<file path="config.mk">
export PLATFORM = sky130hd
export DESIGN_NAME = fifo_burst_writer
export DESIGN_NICKNAME = d
export VERILOG_FILES = /design/src/rtl/fifo_bench_pkg.sv /design/src/rtl/stall_run_tracker.sv /design/src/rtl/fifo_burst_writer.sv
export SDC_FILE = /design/constraint.sdc
export NUM_CORES = 1
export LEC_CHECK = 0
export ABC_AREA = 0
export CAP_MARGIN = 20
export CORE_MARGIN = 2
export CORE_UTILIZATION = 60
export CTS_CLUSTER_DIAMETER = 100
export DETAILED_ROUTE_END_ITERATION = 8
export PLACE_DENSITY_LB_ADDON = 0.12
export SYNTH_ARGS = -nofsm -noshare
export SYNTH_HDL_FRONTEND = slang
export SYNTH_SLANG_ARGS = --single-unit
</file>
<file path="constraint.sdc">
create_clock -name clk_i -period 10.6 [get_ports clk_i]
set_clock_uncertainty 0.15 [all_clocks]
set_input_delay 1.59 -clock clk_i [delete_from_list [all_inputs] [get_ports clk_i]]
set_output_delay 1.59 -clock clk_i [all_outputs]
set_load 0.02 [all_outputs]
</file>
<file path="src/rtl/fifo_bench_pkg.sv">
// Shared types and helpers for the FIFO throughput bench producer.
// Holds the writer state encoding, the default counter width and the saturating increment.
package fifo_bench_pkg;

    localparam int DEF_CNT_W = 16;

    typedef enum logic [1:0] {
        IDLE  = 2'd0,
        BURST = 2'd1,
        GAP   = 2'd2,
        DONE  = 2'd3
    } wr_state_e;

    // Operates on 32 bits so one helper serves every counter width; callers cast back.
    function automatic logic [31:0] sat_inc(input logic [31:0] val, input logic [31:0] max_val);
        return (val >= max_val) ? val : val + 32'd1;
    endfunction

endpackage

</file>
<file path="src/rtl/stall_run_tracker.sv">
// Backpressure statistics: total stall cycles, current stall run and longest run seen.
// The maximum is updated in the same cycle the run grows, so it is current during an open run.
module stall_run_tracker
    import fifo_bench_pkg::*;
#(
    parameter int CNT_W = DEF_CNT_W
) (
    input  logic             clk_i,
    input  logic             rst_i,
    input  logic             clear_i,
    input  logic             stall_i,
    output logic [CNT_W-1:0] stall_cnt_o,
    output logic [CNT_W-1:0] max_stall_o
);

    localparam logic [CNT_W-1:0] CNT_MAX = '1;

    logic [CNT_W-1:0] total_q, total_d;
    logic [CNT_W-1:0] run_q, run_d;
    logic [CNT_W-1:0] max_q, max_d;
    logic [CNT_W-1:0] run_inc;

    always_comb begin
        total_d = total_q;
        run_d   = run_q;
        max_d   = max_q;
        run_inc = CNT_W'(sat_inc(32'(run_q), 32'(CNT_MAX)));
        if (clear_i) begin
            total_d = '0;
            run_d   = '0;
            max_d   = '0;
        end else if (stall_i) begin
            total_d = CNT_W'(sat_inc(32'(total_q), 32'(CNT_MAX)));
            run_d   = run_inc;
            if (run_inc > max_q) begin
                max_d = run_inc;
            end
        end else begin
            run_d = '0;
        end
    end

    always_ff @(posedge clk_i) begin
        if (rst_i) begin
            total_q <= '0;
            run_q   <= '0;
            max_q   <= '0;
        end else begin
            total_q <= total_d;
            run_q   <= run_d;
            max_q   <= max_d;
        end
    end

    assign stall_cnt_o = total_q;
    assign max_stall_o = max_q;

endmodule

</file>
<file path="src/rtl/fifo_burst_writer.sv">
// Burst/gap write-pattern generator for a FIFO write port, with backpressure statistics.
//   state | meaning
//   IDLE  | waiting for start_i after reset
//   BURST | writing; each cycle with wr_rdy_i=1 is an accepted write, wr_rdy_i=0 is a stall
//   GAP   | IDLE_CYCLES idle cycles between bursts, wr_rdy_i ignored
//   DONE  | NUM_BURSTS bursts written, statistics held until start_i
module fifo_burst_writer
    import fifo_bench_pkg::*;
#(
    parameter int BURST_LEN   = 4,
    parameter int IDLE_CYCLES = 2,
    parameter int NUM_BURSTS  = 3,
    parameter int CNT_W       = DEF_CNT_W
) (
    input  logic             clk_i,
    input  logic             rst_i,
    input  logic             start_i,
    input  logic             wr_rdy_i,
    output logic             we_o,
    output logic             busy_o,
    output logic             done_o,
    output logic [CNT_W-1:0] words_o,
    output logic [CNT_W-1:0] stall_cnt_o,
    output logic [CNT_W-1:0] max_stall_o
);

    localparam logic [CNT_W-1:0] CNT_MAX    = '1;
    localparam logic [CNT_W-1:0] BEAT_LAST  = CNT_W'(BURST_LEN - 1);
    localparam logic [CNT_W-1:0] BURST_LAST = CNT_W'((NUM_BURSTS > 0) ? NUM_BURSTS - 1 : 0);
    localparam logic [CNT_W-1:0] GAP_LOAD   = CNT_W'((IDLE_CYCLES > 0) ? IDLE_CYCLES - 1 : 0);

    wr_state_e        state_q, state_d;
    logic [CNT_W-1:0] beat_q, beat_d;
    logic [CNT_W-1:0] gap_q, gap_d;
    logic [CNT_W-1:0] burst_q, burst_d;
    logic [CNT_W-1:0] words_q, words_d;
    logic             busy_q, busy_d;
    logic             done_q, done_d;

    logic accept;
    logic stall;
    logic start_fire;

    assign accept     = (state_q == BURST) && wr_rdy_i;
    assign stall      = (state_q == BURST) && !wr_rdy_i;
    assign start_fire = ((state_q == IDLE) || (state_q == DONE)) && start_i;

    always_comb begin
        state_d = state_q;
        beat_d  = beat_q;
        gap_d   = gap_q;
        burst_d = burst_q;
        words_d = words_q;
        case (state_q)
            IDLE, DONE: begin
                if (start_i) begin
                    state_d = BURST;
                    beat_d  = '0;
                    gap_d   = '0;
                    burst_d = '0;
                    words_d = '0;
                end
            end
            BURST: begin
                if (accept) begin
                    words_d = CNT_W'(sat_inc(32'(words_q), 32'(CNT_MAX)));
                    if (beat_q == BEAT_LAST) begin
                        beat_d  = '0;
                        burst_d = CNT_W'(sat_inc(32'(burst_q), 32'(CNT_MAX)));
                        if ((NUM_BURSTS != 0) && (burst_q == BURST_LAST)) begin
                            state_d = DONE;
                        end else if (IDLE_CYCLES > 0) begin
                            state_d = GAP;
                            gap_d   = GAP_LOAD;
                        end
                    end else begin
                        beat_d = beat_q + 1'b1;
                    end
                end
            end
            GAP: begin
                // Down-counter loaded with IDLE_CYCLES-1; terminal count ends the gap.
                if (gap_q == '0) begin
                    state_d = BURST;
                end else begin
                    gap_d = gap_q - 1'b1;
                end
            end
            default: state_d = IDLE;
        endcase
        busy_d = (state_d == BURST) || (state_d == GAP);
        done_d = (state_d == DONE);
    end

    always_ff @(posedge clk_i) begin
        if (rst_i) begin
            state_q <= IDLE;
            beat_q  <= '0;
            gap_q   <= '0;
            burst_q <= '0;
            words_q <= '0;
            busy_q  <= 1'b0;
            done_q  <= 1'b0;
        end else begin
            state_q <= state_d;
            beat_q  <= beat_d;
            gap_q   <= gap_d;
            burst_q <= burst_d;
            words_q <= words_d;
            busy_q  <= busy_d;
            done_q  <= done_d;
        end
    end

    stall_run_tracker #(
        .CNT_W (CNT_W)
    ) u_stall_run_tracker (
        .clk_i       (clk_i),
        .rst_i       (rst_i),
        .clear_i     (start_fire),
        .stall_i     (stall),
        .stall_cnt_o (stall_cnt_o),
        .max_stall_o (max_stall_o)
    );

    assign we_o    = accept;
    assign busy_o  = busy_q;
    assign done_o  = done_q;
    assign words_o = words_q;

endmodule

</file>
==> impl_metrics.toml, run 1 <==
[global_routing]
number_of_antenna_violations_at_the_first_check_in_global_routing = 0
globalRoute.totalOverflow = 0
global_route_wire_length_before_repair_um = 27100
number_of_global_route_vias_before_repair = 5914
grt_start_max_net_pins = 38
grt.total_usage_pct = 29.11

[worst_setup_path]
worstPathMaxFanout = 3
worst_path_max_delay_cell = "clkdlybuf4s50_1"
path_class = "input port to output port"
critical-path-top-cell-by-count = "clkdlybuf4s50_1"
arrival_ps = 3010
worst_ep_required_time_ps = 8860
worstPathCellList = "clkdlybuf4s50_1 > nand2_1 > inv_1 > clkdlybuf4s50_1"
critical_path.startpoint_type = "input port"
critPathMaxStageDelay_ps = 610
setup_slack_of_the_worst_register_to_register_path_ps = 6370
critPathCaptureType = "output port"

[timing]
timing.final.crit_period_ps = 4745
timing_worst_slew_pin_value_ps = 1020
final.period_utilization_pct = 44.76
slew_headroom_pct = 31.46
timing.fmax_ghz = 0.2107
unrepaired_setup_endpoints_after_global_routing = "false"
finalSetupTns_ps = 0
timing_max_transition_violations_final = 0
final_hold_violation_count = 0
setup_viol_count_final = 0

[detailed_routing]
final_antenna_net_count = 0
dr.pass1.iters = 7
post_drt_wl_per_cell_um = 16.60
via_per_inst = 6.338
detail_route.drc_violations = 0
initialDrtViolationCount = 490
dr_total_vias = 6142
drt_wl_total_um = 16080

[synthesis]
ys_top_cells_by_area = "dfxtp_1 36%, ha_1 5.2%, nor2_1 4.3%, nand2_1 4.0%, a21oi_1 3.5%"
yosys.area.top_type_share_pct = 36.05
synthesis.yosys.warnings = 0
synthDominantAreaCellType = "dfxtp_1"
post_synthesis_cell_count = 776
ys_async_sr_fraction_pct = 0
syn_area_per_cell_sq_um = 8.302
yosys.cell_types.count = 61
count_of_flip_flops_with_a_built_in_enable_after_synthesis = 0
syn-num-nets = 807
postSynthRegisterBits = 116
sequential_area_share_after_synthesis_pct = 36.05
synth.cell_area_sq_um = 6442
synth_flop_cell = "dfxtp_1"

[job]
timing.max_cap.violations = 0

[final_layout]
fin_cells = 969
nets = 851
antenna-diode-count = 0
ratio_of_cells_with_drive_above_1_in_the_final_layout_pct = 6.843
syn_to_final_growth_pct = 19.56
number_of_inserted_filler_cells_in_the_final_layout = 766

[floorplan]
ios = 55
fp.dieW_um = 107.6
rows = 37
design.core.area_sq_um = 10370
initial_core_util_pct = 62.13
die-area_sq_um = 11580
chip_height_um = 107.6

[cts]
cts-htree-levels = 4
source_to_sink_clock_delay_at_the_later_pin_of_the_worst_skew_pair_ps = 540
cts_buffer_depth = 2
clock_buffer_count_from_cts = 17
cts_setup_buffers = 0
clk_pin_slew_worst_paths_ps = 60
cts_tree = "done"
clk_root_buffer_cell = "clkbuf_8"
cts-hold-fix-buffers = 0
post_cts_resized = 0
cts.sink_count = 116

[power_and_ir_drop]
power.density_nw_per_um2 = 197.3
power.static_leakage_nw = 2.681
vdd_drop_max_v = 0.0001428

[placement]
gp_congestion = 0.8839
dp_hpwl_um = 10780
placedCellCount = 936
port_buffers = 54

[status]
status = "finished clean"

[min_path]
hold_path.class = "register to register"
==> critical path, delay by kind of cell <==
family | cells | cell delay (ps)
and+or+nand+nor | 1 | 130
buffers and inverters | 3 | 1290
==> final timing paths <==
kind / from / end / cells past startpoint
setup reg to reg: u_stall_run_tracker.run_q[0]$_SDFF_PP0_ / u_stall_run_tracker.max_stall_o[6]$_SDFFE_PP0P_ / 12
setup / recovery: wr_rdy_i / we_o / 4
hold reg to reg: u_stall_run_tracker.max_stall_o[9]$_SDFFE_PP0P_ / u_stall_run_tracker.max_stall_o[9]$_SDFFE_PP0P_ / 2
hold / removal: u_stall_run_tracker.max_stall_o[9]$_SDFFE_PP0P_ / u_stall_run_tracker.max_stall_o[9]$_SDFFE_PP0P_ / 2
==> routing by layer <==
| metal | GRT usage [%] | up-vias | part of all wire [%] |
|---|---|---|---|
| met2 | 48.79 | 226 | 49 |
| met1 | 36.11 | 2924 | 44 |
| li1 | - | 2968 | - |
| met5 | 0 | - | 0 |
| met3 | 6.961 | 24 | 5.4 |
| met4 | 11.17 | 0 | 1.6 |
==> report_power, final <==
group          switching, W  total [W]  internal (W)
logic              0.000296   0.000424      0.000127
clock network      0.000208   0.000619      0.000411
registers         0.0000208   0.000478      0.000457
total              0.000525    0.00152      0.000995
==> cells in the final DEF, fill, tap and decap left out, types with 16 or more instances in the layout <==
cell and count:
inv_1 34, dfxtp_1 116, clkbuf_16 16, mux2i_1 18, nor3_1 20, xnor2_1 24
ha_1 27, nand2_1 69, a21oi_1 44, and3_1 18, nor2_1 73, clkdlybuf4s50_1 54
o21ai_0 27, nand3_1 34, or3_1 17, nand4_1 29, nor4_1 21
==> kinds of logic after synthesis <==
group	Yosys count	share of synthesized area (%)
simple gates	344	28.74
compound gates	161	17.25
flops	116	36.05
buf+inv	69	4.195
xor+xnor	37	5.030
fa+ha+maj	27	5.244
mux	22	3.496
==> registers in the layout (all words and copies together), names as in the netlist, 2 cells and up <==
signal                           cells
u_stall_run_tracker.max_stall_o     16
state_q                              2
u_stall_run_tracker.run_q           16
beat_q                              16
u_stall_run_tracker.stall_cnt_o     16
gap_q                               16
burst_q                             16
words_o                             16
==> synthesized netlist by cell type (5+ instances only) <==
cell type and count:
o21ai_0 28, o41ai_1 5, a2111oi_0 5, nor3_1 20
and2_1 10, a31oi_1 7, a21oi_1 45, clkbuf_1 24
xor2_1 13, and3_1 18, nand2_1 69, mux2i_1 18
a211oi_1 8, o31ai_1 11, dfxtp_1 116, or4_1 13
o211ai_1 7, or3_1 17, xnor2_1 24, nand4_1 29
o311ai_0 8, nor2b_1 13, nor4_1 21, nand3_1 34
a41o_1 5, buf_2 6, a311o_1 5, and4_1 6
ha_1 27, nor2_1 73, inv_1 34, o21a_1 5
==> layout make-up <==
class / count / area (sq um) / area share (%)
well taps: 136 / 170.2 / 2.209
flip-flops and latches: 116 / 2322 / 30.15
multi-input cells: 591 / 3857 / 50.08
clock inverters: 13 / 206.4 / 2.680
clock buffers: 19 / 431.7 / 5.604
inverters: 35 / 131.4 / 1.706
repair buffers: 59 / 583.1 / 7.570
==> per-stage QoR <==
stage	hold WS (ps)	util (%)	setup slack (ps)	power (W)	instance area [sq um]
after floorplan	316.1	-	6937	0.0007906	6442
after global placement	308.1	67.93	5861	0.0008778	7044
after detailed placement	312.3	67.98	5855	0.0008929	7049
after CTS	324.6	74.13	5855	0.001513	7687
after global routing	347.8	74.28	5811	0.001581	7702
final	323.6	74.28	5855	0.001520	7702
No activity file was read; power rests on OpenSTA's default activity.
==> run 2: changes to the inputs <==
Settings changed: CORE_UTILIZATION 60 to 53.
Clock period 10.6 ns to 3.95 ns, I/O delays scaled along.
==> impl_metrics.toml, run 2 (same netlist as run 1, synthesis figures left out) <==
[status]
status = "finished clean"

[timing]
final_hold_violation_count = 0
timing.fmax_ghz = 0.2725
setup_viol_count_final = 0
timing_worst_slew_pin_value_ps = 1014
timing_max_transition_violations_final = 0
timing.final.crit_period_ps = 3670
finalSetupTns_ps = 0
slew_headroom_pct = 31.85
final.period_utilization_pct = 92.91

[detailed_routing]
dr_total_vias = 5980
detail_route.drc_violations = 0
initialDrtViolationCount = 344
post_drt_wl_per_cell_um = 15.67
dr.pass1.iters = 5
drt_wl_total_um = 15480
via_per_inst = 6.053
final_antenna_net_count = 0

[cts]
cts.sink_count = 116
cts_buffer_depth = 2
source_to_sink_clock_delay_at_the_later_pin_of_the_worst_skew_pair_ps = 420
cts-htree-levels = 4
cts_tree = "done"
clk_root_buffer_cell = "clkbuf_16"
clk_pin_slew_worst_paths_ps = 50
clock_buffer_count_from_cts = 17

[worst_setup_path]
reg2reg_from = "u_stall_run_tracker.run_q[7]$_SDFF_PP0_"
ff2ff_path_depth = 12
timing.critical_path.from = "u_stall_run_tracker.run_q[7]$_SDFF_PP0_"
worstReg2RegEnd = "u_stall_run_tracker.max_stall_o[1]$_SDFFE_PP0P_"
worstPathMaxFanout = 6
path_class = "register to register"
arrival_ps = 3830
setup_slack_of_the_worst_register_to_register_path_ps = 280
setup.worst_path.end = "u_stall_run_tracker.max_stall_o[1]$_SDFFE_PP0P_"
critPathCaptureType = "register"
worst_ep_required_time_ps = 4110
critical_path.startpoint_type = "register"

[floorplan]
rows = 40
initial_core_util_pct = 53.86
ios = 55
die-area_sq_um = 13050
chip_height_um = 114.3
design.core.area_sq_um = 11960
fp.dieW_um = 114.3

[global_routing]
grt_start_max_net_pins = 26
number_of_global_route_vias_before_repair = 5564
grt.total_usage_pct = 24.58
global_route_wire_length_before_repair_um = 26030
grt.met2_usage_pct = 38.61
use_met1_pct = 33.10
globalRoute.totalOverflow = 0
highest_utilization_routing_layer_at_the_global_route_stage = "met2"
number_of_antenna_violations_at_the_first_check_in_global_routing = 0
grt.met3_usage_pct = 4.817

[final_layout]
nets = 861
final_common_cell = "dfxtp_1"
antenna-diode-count = 0
mostFrequentLayoutCells = "116 x dfxtp_1, 73 x nor2_1, 69 x nand2_1, 54 x clkdlybuf4s50_1, 44 x a21oi_1"
syn_to_final_growth_pct = 18.94
ratio_of_cells_with_drive_above_1_in_the_final_layout_pct = 7.610

[placement]
port_buffers = 54
gp_congestion = 0.8559
dp_hpwl_um = 11000

[power_and_ir_drop]
switching_share_pct = 35.44
internal_power_w = 0.002412
portion_of_total_power_attributed_to_combinational_logic_pct = 30.8
vdd_drop_max_v = 0.0003201
totalPowerFinal_w = 0.003736
p_sw_w = 0.001324
p_seq_share_pct = 34.2
pwr-share-clk_pct = 35.0
power.static_leakage_nw = 2.677
power.density_nw_per_um2 = 487.6

[job]
timing.max_cap.violations = 0

[min_path]
hold_path.class = "register to register"
run 2: final cells by class:
cell class | count | area, sq um
Inverter | 35 | 131.4
Sequential cell | 116 | 2322
Timing Repair Buffer | 69 | 653.1
Clock inverter | 6 | 32.53
Fill cell | 1029 | 4299
Tap cell | 147 | 183.9
Multi-Input combinational cell | 591 | 3877
Clock buffer | 24 | 461.7
run 2: what timing repair did:
| action | in CTS | in global routing |
|---|---|---|
| buffers inserted | 0 | 3 |
| hold endpoints to repair | 0 | 0 |
| setup endpoints to repair | 0 | 16 |
| hold buffers | 0 | 0 |
| resized for setup | 0 | 4 |
run 2: critical path: stages, from the launching register on:
cell	delay, ps
dfxtp_1	410
nand4_1	260
buf_4	230
nor4_2	400
xor2_1	130
or2_2	310
ha_1	290
nand4_1	150
nor3_2	240
a21boi_0	220
o41a_1	280
buf_4	170
mux2_2	320
run 2: layer usage:
metal / vias to the layer above / share of wire (%)
met5: - / 0
met4: 0 / 1.9
met3: 27 / 3.7
met2: 127 / 47
met1: 2849 / 47
li1: 2977 / -
run 2: power by group through the flow:
stage               logic, W  registers (W)  clock network [W]
floorplan           0.000811        0.00131                  0
global placement     0.00111        0.00130                  0
detailed placement   0.00113        0.00130                  0
CTS                  0.00114        0.00128            0.00133
global route         0.00129        0.00129            0.00138
finish               0.00115        0.00128            0.00131
run 2: worst min-delay path by stage:
stage	startpoint	endpoint	slack, ps	cells past startpoint
global route	u_stall_run_tracker.max_stall_o[2]$_SDFFE_PP0P_	u_stall_run_tracker.max_stall_o[2]$_SDFFE_PP0P_	350	2
detailed placement	u_stall_run_tracker.max_stall_o[4]$_SDFFE_PP0P_	u_stall_run_tracker.max_stall_o[4]$_SDFFE_PP0P_	320	2
floorplan	beat_q[0]$_SDFFE_PP0P_	beat_q[0]$_SDFFE_PP0P_	320	1
global placement	u_stall_run_tracker.max_stall_o[4]$_SDFFE_PP0P_	u_stall_run_tracker.max_stall_o[4]$_SDFFE_PP0P_	310	2
CTS	u_stall_run_tracker.max_stall_o[4]$_SDFFE_PP0P_	u_stall_run_tracker.max_stall_o[4]$_SDFFE_PP0P_	330	2
finish	u_stall_run_tracker.max_stall_o[12]$_SDFFE_PP0P_	u_stall_run_tracker.max_stall_o[12]$_SDFFE_PP0P_	320	2
run 2: stage by stage:
stage | util (%) | setup slack (ps) | hold slack (ps) | instance area (sq um) | cells
4_1_cts | 63.70 | 69.81 | 328.6 | 7620 | 985
2_1_floorplan | - | 286.9 | 316.1 | 6442 | 776
3_5_place_dp | 59.57 | 102.0 | 321.8 | 7126 | 955
6_report | 64.06 | 279.9 | 323.6 | 7662 | 988
5_1_grt | 64.06 | -21.69 | 353.7 | 7662 | 988
3_3_place_gp | 59.57 | 227.2 | 309.1 | 7126 | 955
==> run 3: changes to the inputs <==
--- a/config.mk
+++ b/config.mk
@@ -9,7 +9,8 @@
 export CAP_MARGIN = 20
 export CORE_MARGIN = 2
-export CORE_UTILIZATION = 53
+export CORE_UTILIZATION = 58
 export CTS_CLUSTER_DIAMETER = 100
 export DETAILED_ROUTE_END_ITERATION = 8
+export DONT_BUFFER_PORTS = 1
 export PLACE_DENSITY_LB_ADDON = 0.12
 export SYNTH_ARGS = -nofsm -noshare
--- a/constraint.sdc
+++ b/constraint.sdc
@@ -3,3 +3,3 @@
 set_input_delay 0.5925 -clock clk_i [delete_from_list [all_inputs] [get_ports clk_i]]
 set_output_delay 0.5925 -clock clk_i [all_outputs]
-set_load 0.02 [all_outputs]
+set_load 0.05 [all_outputs]
==> impl_metrics.toml, run 3 (same netlist as run 1, synthesis figures left out) <==
[min_path]
min_from = "rst_i"
hold_end = "gap_q[6]$_SDFFE_PP0P_"
worst_hold_path.num_cells = 1
hold_path.class = "input port to register"

[detailed_routing]
dr_total_vias = 5779
detail_route.drc_violations = 0
via_per_inst = 6.194
initialDrtViolationCount = 481
post_drt_wl_per_cell_um = 16.62
dr.pass1.iters = 5
drt_wl_total_um = 15500
final_antenna_net_count = 0

[job]
timing.max_cap.violations = 0

[worst_setup_path]
ff2ff_path_depth = 11
path_class = "register to register"
crit_family = "simple AND/OR/NAND/NOR gates"
worstReg2RegEnd = "u_stall_run_tracker.max_stall_o[1]$_SDFFE_PP0P_"
worst_path_max_delay_cell = "nor4_1"
critPathMaxStageDelay_ps = 570
arrival_ps = 3970
critPathCaptureType = "register"
critical-path-top-cell-by-count = "nand4_1"
critical_path.startpoint_type = "register"
worstPathMaxFanout = 7
worst_ep_required_time_ps = 4210
worstPathCellList = "nand4_1 > nor4_1 > xor2_1 > or2_2 > ha_1 > nand4_1 > nor3_2 > a21boi_0 > o41a_1 > buf_4 > mux2_2"
critical_path.n_buffers_inverters = 1
setup_slack_of_the_worst_register_to_register_path_ps = 240
reg2reg_from = "u_stall_run_tracker.run_q[2]$_SDFF_PP0_"

[power_and_ir_drop]
pwr-share-clk_pct = 42.1
power.static_leakage_nw = 2.603
switching_share_pct = 33.15
portion_of_total_power_attributed_to_combinational_logic_pct = 26.0
p_sw_w = 0.001395
power.density_nw_per_um2 = 574.5
p_seq_share_pct = 31.9
vdd_drop_max_v = 0.0004227
internal_power_w = 0.002813

[timing]
final.period_utilization_pct = 93.83
timing.final.ws_setup_ps = 243.7
worst_hold_slack_ps = 25.76
slew_headroom_pct = 31.55
timing_max_transition_violations_final = 0
setup_viol_count_final = 0
timing.final.crit_period_ps = 3706
timing.fmax_ghz = 0.2698
timing_worst_slew_pin_value_ps = 1027
finalSetupTns_ps = 0
unrepaired_setup_endpoints_after_global_routing = "false"
final_hold_violation_count = 0

[final_layout]
ratio_of_cells_with_drive_above_1_in_the_final_layout_pct = 8.953
number_of_inserted_filler_cells_in_the_final_layout = 897
mostFrequentLayoutCells = "116 x dfxtp_1, 73 x nor2_1, 69 x nand2_1, 44 x a21oi_1"
fin_cells = 933
syn_to_final_growth_pct = 13.67
post-route-util_pct = 67.56
final_common_cell = "dfxtp_1"
antenna-diode-count = 0
nets = 811

[global_routing]
globalRoute.totalOverflow = 0
grt.total_usage_pct = 26.62
global_route_wire_length_before_repair_um = 25450
number_of_global_route_vias_before_repair = 5468
grt_start_max_net_pins = 26
number_of_antenna_violations_at_the_first_check_in_global_routing = 0

[cts]
clk_pin_slew_worst_paths_ps = 60
cts-htree-levels = 4
cts_buffer_depth = 2
cts.sink_count = 116
clk_root_buffer_cell = "clkbuf_8"
cts_tree = "done"
source_to_sink_clock_delay_at_the_later_pin_of_the_worst_skew_pair_ps = 520
clock_buffer_count_from_cts = 17

[floorplan]
initial_core_util_pct = 59.43
design.core.area_sq_um = 10840
chip_height_um = 109.4
ios = 55
fp.dieW_um = 109.4
rows = 38
die-area_sq_um = 11970

[placement]
dp_hpwl_um = 10570
placedCellCount = 897
gp_congestion = 0.9052
pre_cts_ws_ps = 36.01
port_buffers = 0

[status]
status = "finished clean"
[run 3: changes by cell type in the layout (fill, tap and decap cells not counted), sizes merged, moves of 2 or more]
cell / previous run / this run
clkbuf: 24 / 22
clkdlybuf4s50: 54 / 0
clkinv: 6 / 4
bufinv: 0 / 7
buf: 15 / 18
[run 3: through the flow]
step | power [W] | cell area (sq um)
final | 0.004208 | 7323
after global routing | 0.004404 | 7323
after CTS | 0.004202 | 7287
after detailed placement | 0.002415 | 6599
after global placement | 0.002396 | 6599
after floorplan | 0.002167 | 6442
[run 3: repair_timing]
action,CTS,global route
hold buffers,1,0
endpoints found under the setup margin,1,16
pin swaps,1,1
endpoints found under the hold margin,14,0
resized for setup,0,3
setup buffers,0,3
[run 3: cell type report]
cell class	count	area, sq um	area share [%]
timing repair buffer	19	145.1	1.982
clock buffer	22	452.9	6.185
sequential	116	2322	31.71
inverter	35	131.4	1.794
clock inverter	10	225.2	3.075
multi-input combinational	591	3871	52.86
tap	140	175.2	2.392
[run 3: power by group through the flow]
stage / Sequential, W / Clock, W / Combinational (W)
floorplan: 0.00135 / 0 / 0.000817
global placement: 0.00136 / 0 / 0.00104
detailed placement: 0.00136 / 0 / 0.00105
CTS: 0.00134 / 0.00180 / 0.00106
global route: 0.00135 / 0.00185 / 0.00120
finish: 0.00134 / 0.00177 / 0.00109
[run 3: worst max path at each step]
stage | depth (start not counted) | slack, ps | from | end
floorplan | 14 | 290 | u_stall_run_tracker.run_q[0]$_SDFF_PP0_ | u_stall_run_tracker.max_stall_o[4]$_SDFFE_PP0P_
global placement | 12 | 260 | u_stall_run_tracker.run_q[0]$_SDFF_PP0_ | u_stall_run_tracker.max_stall_o[15]$_SDFFE_PP0P_
detailed placement | 12 | 40 | u_stall_run_tracker.run_q[0]$_SDFF_PP0_ | u_stall_run_tracker.max_stall_o[12]$_SDFFE_PP0P_
CTS | 12 | 30 | u_stall_run_tracker.run_q[0]$_SDFF_PP0_ | u_stall_run_tracker.max_stall_o[12]$_SDFFE_PP0P_
global route | 11 | 70 | u_stall_run_tracker.run_q[2]$_SDFF_PP0_ | u_stall_run_tracker.max_stall_o[12]$_SDFFE_PP0P_
finish | 11 | 240 | u_stall_run_tracker.run_q[2]$_SDFF_PP0_ | u_stall_run_tracker.max_stall_o[1]$_SDFFE_PP0P_
[run 3: per-layer routing]
layer	global-route usage, %	part of all wire, %	up-vias
met5	0	0	-
met2	43.08	47	132
met3	6.698	4.5	17
li1	-	-	2895
met4	8.047	1.0	0
met1	34.97	48	2735
